==> config.mk <==
export PLATFORM = sky130hd
export DESIGN_NAME = ex_muldiv_flat
export DESIGN_NICKNAME = d
export VERILOG_FILES = /design/src/rtl/ex_muldiv_if.sv /design/src/rtl/ex_muldiv.sv /design/src/flat_wrapper.sv
export SDC_FILE = /design/constraint.sdc
export NUM_CORES = 1
export LEC_CHECK = 0
export BUFFER_PORTS_ARGS = -buffer_cell sky130_fd_sc_hd__buf_2
export CAP_MARGIN = 25
export CORE_ASPECT_RATIO = 2
export CORE_MARGIN = 2
export CORE_UTILIZATION = 45
export CTS_BUF_LIST = sky130_fd_sc_hd__clkbuf_4 sky130_fd_sc_hd__clkbuf_8
export DETAILED_ROUTE_END_ITERATION = 8
export RECOVER_POWER = 50
export SYNTH_ARGS = -nofsm -noshare
export SYNTH_HDL_FRONTEND = slang
export SYNTH_SLANG_ARGS = --single-unit
==> constraint.sdc <==
create_clock -name clk -period 5.3 [get_ports clk]
set_clock_uncertainty 0.15 [all_clocks]
set_input_delay 0.795 -clock clk [delete_from_list [all_inputs] [get_ports clk]]
set_output_delay 0.795 -clock clk [all_outputs]
set_load 0.02 [all_outputs]
==> src/rtl/ex_muldiv_if.sv <==
// Bundle between the ID/EX register, the stall controller and the EX-stage
// iterative multiply/divide unit.
interface ex_muldiv_if #(
    parameter int DATA_W = 32
);
    logic [7:0]        ex_aluop;
    logic [DATA_W-1:0] ex_r1_data;
    logic [DATA_W-1:0] ex_r2_data;
    logic              hold;
    logic              flush;
    logic              md_stall_req;
    logic [DATA_W-1:0] md_result;
    logic              md_valid;
    logic              md_busy;

    modport master (
        output ex_aluop, ex_r1_data, ex_r2_data, hold, flush,
        input  md_stall_req, md_result, md_valid, md_busy
    );

    modport slave (
        input  ex_aluop, ex_r1_data, ex_r2_data, hold, flush,
        output md_stall_req, md_result, md_valid, md_busy
    );
endinterface

==> src/rtl/ex_muldiv.sv <==
// Iterative RV32M multiply/divide unit for the EX stage; stalls the front end while busy.
// Define MULDIV_FAST_MUL_EN to compute multiplies in one cycle with a combinational multiplier.
module ex_muldiv #(
    parameter int DATA_W = 32,
    parameter int CNT_W  = 5
) (
    input logic        clk,
    input logic        rst,
    ex_muldiv_if.slave bus
);

    localparam logic [7:0] EX_MUL_OP    = 8'h40;
    localparam logic [7:0] EX_MULH_OP   = 8'h41;
    localparam logic [7:0] EX_MULHSU_OP = 8'h42;
    localparam logic [7:0] EX_MULHU_OP  = 8'h43;
    localparam logic [7:0] EX_DIV_OP    = 8'h44;
    localparam logic [7:0] EX_DIVU_OP   = 8'h45;
    localparam logic [7:0] EX_REM_OP    = 8'h46;
    localparam logic [7:0] EX_REMU_OP   = 8'h47;

    localparam logic [DATA_W-1:0] INT_MIN  = {1'b1, {(DATA_W-1){1'b0}}};
    localparam logic [CNT_W-1:0]  CNT_LAST = CNT_W'(DATA_W - 1);

    typedef enum logic [1:0] { IDLE, BUSY, DONE } state_e;

    state_e              state_q, state_d;
    logic [CNT_W-1:0]    cnt_q, cnt_d;
    logic [2*DATA_W-1:0] acc_q, acc_d;
    logic [DATA_W-1:0]   opd_q, opd_d;
    logic [DATA_W-1:0]   result_q, result_d;
    logic                div_q, div_d;
    logic                hi_q, hi_d;
    logic                neg_q, neg_d;
    logic                nrem_q, nrem_d;
    logic                stall;

    logic is_mul, is_div, hi_sel, s1_signed, s2_signed;

    // hi_sel picks the high product word for multiplies, the remainder for divides.
    always_comb begin
        // NOTE: every output of a combinational block gets a default first, so no path infers a latch.
        is_mul    = 1'b0;
        is_div    = 1'b0;
        hi_sel    = 1'b0;
        s1_signed = 1'b0;
        s2_signed = 1'b0;
        case (bus.ex_aluop)
            EX_MUL_OP:    begin is_mul = 1'b1; s1_signed = 1'b1; s2_signed = 1'b1; end
            EX_MULH_OP:   begin is_mul = 1'b1; hi_sel = 1'b1; s1_signed = 1'b1; s2_signed = 1'b1; end
            EX_MULHSU_OP: begin is_mul = 1'b1; hi_sel = 1'b1; s1_signed = 1'b1; end
            EX_MULHU_OP:  begin is_mul = 1'b1; hi_sel = 1'b1; end
            EX_DIV_OP:    begin is_div = 1'b1; s1_signed = 1'b1; s2_signed = 1'b1; end
            EX_DIVU_OP:   begin is_div = 1'b1; end
            EX_REM_OP:    begin is_div = 1'b1; hi_sel = 1'b1; s1_signed = 1'b1; s2_signed = 1'b1; end
            EX_REMU_OP:   begin is_div = 1'b1; hi_sel = 1'b1; end
            default:      ;
        endcase
    end

    logic              s1, s2;
    logic [DATA_W-1:0] mag1, mag2;
    logic              div_zero, div_ovf;

    assign s1       = s1_signed & bus.ex_r1_data[DATA_W-1];
    assign s2       = s2_signed & bus.ex_r2_data[DATA_W-1];
    assign mag1     = s1 ? -bus.ex_r1_data : bus.ex_r1_data;
    assign mag2     = s2 ? -bus.ex_r2_data : bus.ex_r2_data;
    assign div_zero = is_div & (bus.ex_r2_data == '0);
    assign div_ovf  = is_div & s1_signed & (bus.ex_r1_data == INT_MIN) & (bus.ex_r2_data == '1);

    // acc_q holds {partial product, multiplier} or {partial remainder, dividend/quotient}.
    logic [DATA_W:0]     mul_sum;
    logic [DATA_W:0]     div_sh;
    logic [DATA_W-1:0]   div_diff;
    logic                div_ge;
    logic [2*DATA_W-1:0] step_nxt, prod_s;
    logic [DATA_W-1:0]   quo, rem, fix_res;

    assign mul_sum  = {1'b0, acc_q[2*DATA_W-1:DATA_W]} + (acc_q[0] ? {1'b0, opd_q} : '0);
    assign div_sh   = acc_q[2*DATA_W-1:DATA_W-1];
    assign div_ge   = div_sh >= {1'b0, opd_q};
    assign div_diff = div_sh[DATA_W-1:0] - opd_q;
    assign step_nxt = div_q ? (div_ge ? {div_diff, acc_q[DATA_W-2:0], 1'b1}
                                      : {div_sh[DATA_W-1:0], acc_q[DATA_W-2:0], 1'b0})
                            : {mul_sum, acc_q[DATA_W-1:1]};

    assign prod_s  = neg_q ? -step_nxt : step_nxt;
    assign quo     = step_nxt[DATA_W-1:0];
    assign rem     = step_nxt[2*DATA_W-1:DATA_W];
    assign fix_res = div_q ? (hi_q ? (nrem_q ? -rem : rem) : (neg_q ? -quo : quo))
                           : (hi_q ? prod_s[2*DATA_W-1:DATA_W] : prod_s[DATA_W-1:0]);

`ifdef MULDIV_FAST_MUL_EN
    logic [2*DATA_W-1:0] fast_prod, fast_s;
    assign fast_prod = {{DATA_W{1'b0}}, mag1} * {{DATA_W{1'b0}}, mag2};
    assign fast_s    = (s1 ^ s2) ? -fast_prod : fast_prod;
`endif

    always_comb begin
        state_d  = state_q;
        cnt_d    = cnt_q;
        acc_d    = acc_q;
        opd_d    = opd_q;
        result_d = result_q;
        div_d    = div_q;
        hi_d     = hi_q;
        neg_d    = neg_q;
        nrem_d   = nrem_q;
        stall    = 1'b0;
        if (bus.flush) begin
            state_d = IDLE;
        end else begin
            case (state_q)
                IDLE: begin
                    if (is_mul | is_div) begin
                        stall  = 1'b1;
                        div_d  = is_div;
                        hi_d   = hi_sel;
                        neg_d  = s1 ^ s2;
                        nrem_d = s1;
                        cnt_d  = '0;
                        if (div_zero) begin
                            result_d = hi_sel ? bus.ex_r1_data : '1;
                            state_d  = DONE;
                        end else if (div_ovf) begin
                            result_d = hi_sel ? '0 : INT_MIN;
                            state_d  = DONE;
`ifdef MULDIV_FAST_MUL_EN
                        end else if (is_mul) begin
                            result_d = hi_sel ? fast_s[2*DATA_W-1:DATA_W] : fast_s[DATA_W-1:0];
                            state_d  = DONE;
`endif
                        end else begin
                            opd_d   = is_div ? mag2 : mag1;
                            acc_d   = {{DATA_W{1'b0}}, is_div ? mag1 : mag2};
                            state_d = BUSY;
                        end
                    end
                end
                BUSY: begin
                    stall = 1'b1;
                    acc_d = step_nxt;
                    cnt_d = cnt_q + CNT_W'(1);
                    if (cnt_q == CNT_LAST) begin
                        result_d = fix_res;
                        state_d  = DONE;
                    end
                end
                DONE: begin
                    // Leaving DONE consumes the instruction; the same aluop is not restarted.
                    if (!bus.hold) state_d = IDLE;
                end
                default: state_d = IDLE;
            endcase
        end
    end

    always_ff @(posedge clk or negedge rst) begin
        if (!rst) begin
            state_q  <= IDLE;
            cnt_q    <= '0;
            acc_q    <= '0;
            opd_q    <= '0;
            result_q <= '0;
            div_q    <= 1'b0;
            hi_q     <= 1'b0;
            neg_q    <= 1'b0;
            nrem_q   <= 1'b0;
        end else begin
            // NOTE: non-blocking assignments so every register samples pre-edge values.
            state_q  <= state_d;
            cnt_q    <= cnt_d;
            acc_q    <= acc_d;
            opd_q    <= opd_d;
            result_q <= result_d;
            div_q    <= div_d;
            hi_q     <= hi_d;
            neg_q    <= neg_d;
            nrem_q   <= nrem_d;
        end
    end

    // Gated with rst so the stall request drops with the rest of the outputs during reset.
    assign bus.md_stall_req = stall & rst;
    assign bus.md_result    = result_q;
    assign bus.md_valid     = (state_q == DONE);
    assign bus.md_busy      = (state_q == BUSY);

endmodule

==> src/flat_wrapper.sv <==
// flat-port wrapper written by rule: the top's interface ports become plain ports
module ex_muldiv_flat 
#(
    parameter int DATA_W = 32,
    parameter int CNT_W  = 5
)
  (clk, rst, bus_ex_aluop, bus_ex_r1_data, bus_ex_r2_data, bus_hold, bus_flush, bus_md_stall_req, bus_md_result, bus_md_valid, bus_md_busy);
  ex_muldiv_if #(.DATA_W(DATA_W)) bus_i ();
  input logic clk;
  input logic rst;
  input wire logic [$bits(bus_i.ex_aluop)-1:0] bus_ex_aluop;
  input wire logic [$bits(bus_i.ex_r1_data)-1:0] bus_ex_r1_data;
  input wire logic [$bits(bus_i.ex_r2_data)-1:0] bus_ex_r2_data;
  input wire logic [$bits(bus_i.hold)-1:0] bus_hold;
  input wire logic [$bits(bus_i.flush)-1:0] bus_flush;
  output wire logic [$bits(bus_i.md_stall_req)-1:0] bus_md_stall_req;
  output wire logic [$bits(bus_i.md_result)-1:0] bus_md_result;
  output wire logic [$bits(bus_i.md_valid)-1:0] bus_md_valid;
  output wire logic [$bits(bus_i.md_busy)-1:0] bus_md_busy;
  assign bus_i.ex_aluop = bus_ex_aluop;
  assign bus_i.ex_r1_data = bus_ex_r1_data;
  assign bus_i.ex_r2_data = bus_ex_r2_data;
  assign bus_i.hold = bus_hold;
  assign bus_i.flush = bus_flush;
  assign bus_md_stall_req = bus_i.md_stall_req;
  assign bus_md_result = bus_i.md_result;
  assign bus_md_valid = bus_i.md_valid;
  assign bus_md_busy = bus_i.md_busy;
  ex_muldiv #(.DATA_W(DATA_W), .CNT_W(CNT_W)) u_core (.clk(clk), .rst(rst), .bus(bus_i));
endmodule
==> summary.txt <==
Finish
  – Area of all sequential standard cells: between 0.003 and 0.004 sq mm
  – Commonest non-fill, non-tap cell in the layout: sky130_fd_sc_hd__nand2_1
  – Proportion of layout cells with a drive suffix above 1: between 10% and 20%
  – Post-route design area: around 0.018 sq mm
  – Multi-input gate area: approximately 0.011 sq mm
  – Net count of the finished layout: between 2k and 2.5k
  – Number of fill cells: 3529
  – P&R area growth vs syn: 15.5%
  – Commonest cells after routing, fill and taps aside: sky130_fd_sc_hd__nand2_1, sky130_fd_sc_hd__o21ai_0, sky130_fd_sc_hd__nor2_1

Setup path
  – Buf+Inv Stages, Crit Path: 2
  – CP Data Arrival Time: between 5 and 6 ns
  – Biggest cell delay along the critical path: 0.62 ns
  – Kind of start point of the critical path: register
  – Kind of end point of the critical path: register
  – Cell family contributing the most delay on the critical path: simple AND/OR/NAND/NOR gates
  – Critical path type: register to register
  – Data required time of the critical path: about 5.5 ns
  – Worst path cell trace: ha_1 > nand2_1 > or4_4 > o311ai_4 > o21a_4 > a21oi_2 > buf_4 > nor4_1 > buf_4 > o21bai_1 > or4_4 > or2_1 > nor4_1 > o21ai_1 > xnor2_1 > o221ai_1
  – Register-to-register setup slack: ~0.054 ns
  – Worst flop-to-flop path startpoint: u_core.acc_q[51]
  – Maximum fanout count along the critical path: 14
  – Setup crit start: u_core.acc_q[51]
  – Standard cell with the maximum stage delay on the critical path: sky130_fd_sc_hd__or4_4

Synthesis
  – Main flop type after synthesis: sky130_fd_sc_hd__dfrtp_1
  – Post-synthesis instance total: around 2.1k
  – Share of flip-flops with an asynchronous set or reset: between 90% and 100%
  – Number of flops mapped to enable cells by yosys: 0
  – Number of warnings reported in the yosys synthesis log: 0
  – Library cells used by synthesis: 84
  – Post-synth top area cell: sky130_fd_sc_hd__dfrtp_1
  – Mapped cell area: 0.0155 sq mm
  – Synth top area share: ~22%
  – Number of storage elements in the synthesis netlist: roughly 140
  – Top area cells in the synthesized netlist: sky130_fd_sc_hd__dfrtp_1, sky130_fd_sc_hd__o21ai_0, sky130_fd_sc_hd__nand2_1
  – Synth Net Count: ~2.3k
  – Synthesized area per cell: roughly 7.3 sq um
  – Proportion of synthesized chip area in sequential cells: 22.5%

Route
  – Drt drc: 0
  – WL met3: 3240 um
  – Met1 Routed Length: about 23000 um
  – Highest routed metal layer: met4
  – Routed length on met2: around 33000 um
  – First drt pass iteration count: 6
  – Via density per instance: between 6 and 7
  – Starting DRC count in detailed routing: 1312
  – Antenna Nets Post-Route: 0
  – Wire length reported by the detailed router: about 67000 um
  – WL/cell: 24.5 um
  – Vias post-DR: 17.2k

Floorplanning
  – Die X: ~140 um
  – Number of I/O pins: between 100 and 150
  – Area enclosed by the die boundary: about 0.036 sq mm
  – Starting density of the core: a little under half
  – Vertical extent of the die: approximately 270 um
  – Row count: 96
  – Placeable Area: roughly 0.034 sq mm

CTS
  – TritonCTS clock tree: yes
  – Master cell of the clock root buffer: sky130_fd_sc_hd__clkbuf_8
  – Number of clock sinks: approximately 140
  – Buffers from clock root to sink, at most: 2
  – Clock-pin slew on the worst setup and hold paths: 0.09 ns
  – CTS H-Tree Depth: 4
  – Clock insertion delay at the later pin of the skew report: just over 0.5 ns
  – Number of buffers created by CTS: 17

Pwr
  – Pwr dens: 355 mW/mm^2
  – Switching pwr: 3090 uW
  – Proportion of total power due to net switching: between 40 and 50%
  – Pleak: around 0.0077 uW
  – Internal power summed over all cells: 3260 uW
  – Maximum ir drop on the vdd rail: 0.182 mV
  – Share of power burned in the clock network: ~16%
  – Combinational fraction of design power: between 60 and 70%
  – Flop pwr share: 22.3%

Global routing
  – Maximum number of pins on one net before global-route repair: a little under 100
  – Remaining Overflow, GRT: 0
  – Number of global-route vias before repair: between 15k and 20k
  – Initial antenna violation count: 4
  – First-pass GRT wire length: about 100000 um
  – Global routing usage summed across all routing layers: between 30% and 40%

Placement
  – Global placement routability congestion: about 1.0
  – Post-Place Cell Area: around 0.017 sq mm
  – Final HPWL DP: between 50000 and 60000 um
  – Input/output buffers: 110
  – Worst setup slack before clock tree synthesis: -0.0306 ns

Run status
  – Result of the run: finished, violations left
  – Violations in the final reports: max-capacitance violations, max-slew violations

Timing
  – Share of the clock period used by the worst path after layout: 99.0%
  – Hold WS: around 0.34 ns
  – Top achievable clock speed: about 190 MHz
  – Sum of negative setup slack: 0 ns
  – Transition time at the pin with the least slew margin: roughly 1.8 ns
  – Fin worst setup slack: 0.0535 ns
  – Total setup violations reported at the end of the flow: 0
  – Final hold violations: 0
  – Final period demand of the worst path: approximately 5.2 ns
  – Slew Limit Headroom: -21.3%
  – Number of pins with negative max-slew slack in the final report: about 180

Run
  – Max-cap check violation count: 4

Hold path
  – Class of the tightest hold or removal check: register to register
  – Beginning of the worst hold path: u_core.bus.md_result[15]
worst min-delay path, cell delays in order (launching register included):
cell	delay, ns
sky130_fd_sc_hd__dfrtp_1	0.35
sky130_fd_sc_hd__nand2_1	0.05
sky130_fd_sc_hd__o21ai_1	0.06
cells by family after synthesis:
logic type	count (synthesis)	synth area share, %
compound gates	702	28.3
xor+xnor	169	9.57
fa+ha+maj	73	6.00
mux	82	5.52
buf+inv	199	5.21
simple gates	754	22.9
flops	139	22.5
path summary, 6_finish.rpt:
check,to,cells after the start
setup / recovery,u_core.bus.md_result[21],16
hold / removal,u_core.bus.md_result[15],2
setup reg to reg,u_core.bus.md_result[21],16
hold reg to reg,u_core.bus.md_result[15],2
max in group asynchronous,u_core.div_q,3
min in group asynchronous,u_core.acc_q[62],2
power groups by stage:
stage	Sequential (uW)	Combinational, uW	Clock (uW)
global placement	1420	3670	0
floorplan	1360	2400	0
detailed placement	1430	3690	0
finish	1410	3920	1020
global route	1430	4210	1070
CTS	1400	3730	1030
timing repair:
item,in CTS,in global routing
endpoints found under the hold margin,22,0
hold buffers,1,0
setup buffers,0,10
pin swaps,0,6
gates resized for setup,3,36
gates cloned,0,1
setup endpoints to repair,2,23
area by class of cell:
type	count	share of cell area, %
antenna	4	0.0560
clock buffer	18	1.35
clock inverter	14	1.08
inverter	70	1.47
multi-input combinational	1781	63.7
sequential	139	19.5
tap	441	3.09
timing repair buffer	267	9.74
metrics by stage:
| step | power, uW | instances | utilization, % |
|---|---|---|---|
| 6_report | 6350 | 2734 | 52.4 |
| 3_3_place_gp | 5090 | 2684 | 50.4 |
| 4_1_cts | 6160 | 2718 | 51.8 |
| 3_5_place_dp | 5120 | 2685 | 50.4 |
| 5_1_grt | 6720 | 2734 | 52.4 |
| 2_1_floorplan | 3760 | 2118 | - |
per-layer routing:
metal	track usage, %	up-vias
li1	-	7978
met1	38.6	8145
met2	64.8	743
met3	4.60	289
met4	32.3	0
met5	0	-
sequential cells by signal, indices dropped and copies added, names as in the netlist:
signal	count
u_core.acc_q	64
u_core.hi_q	1
u_core.state_q	2
u_core.cnt_q	5
u_core.opd_q	32
u_core.nrem_q	1
u_core.neg_q	1
u_core.bus.md_result	32
u_core.div_q	1
synth_stat cells, types with 48 or more instances:
master                     number
sky130_fd_sc_hd__mux2i_1       55
sky130_fd_sc_hd__nand2_1      277
sky130_fd_sc_hd__nor2_1       192
sky130_fd_sc_hd__clkbuf_1      94
sky130_fd_sc_hd__xnor2_1       95
sky130_fd_sc_hd__dfrtp_1      139
sky130_fd_sc_hd__o21ai_0      231
sky130_fd_sc_hd__ha_1          71
sky130_fd_sc_hd__inv_1         69
sky130_fd_sc_hd__and2_1        48
sky130_fd_sc_hd__xor2_1        74
sky130_fd_sc_hd__a21oi_1      172
Note: power is estimated with default switching activity, not from simulation.
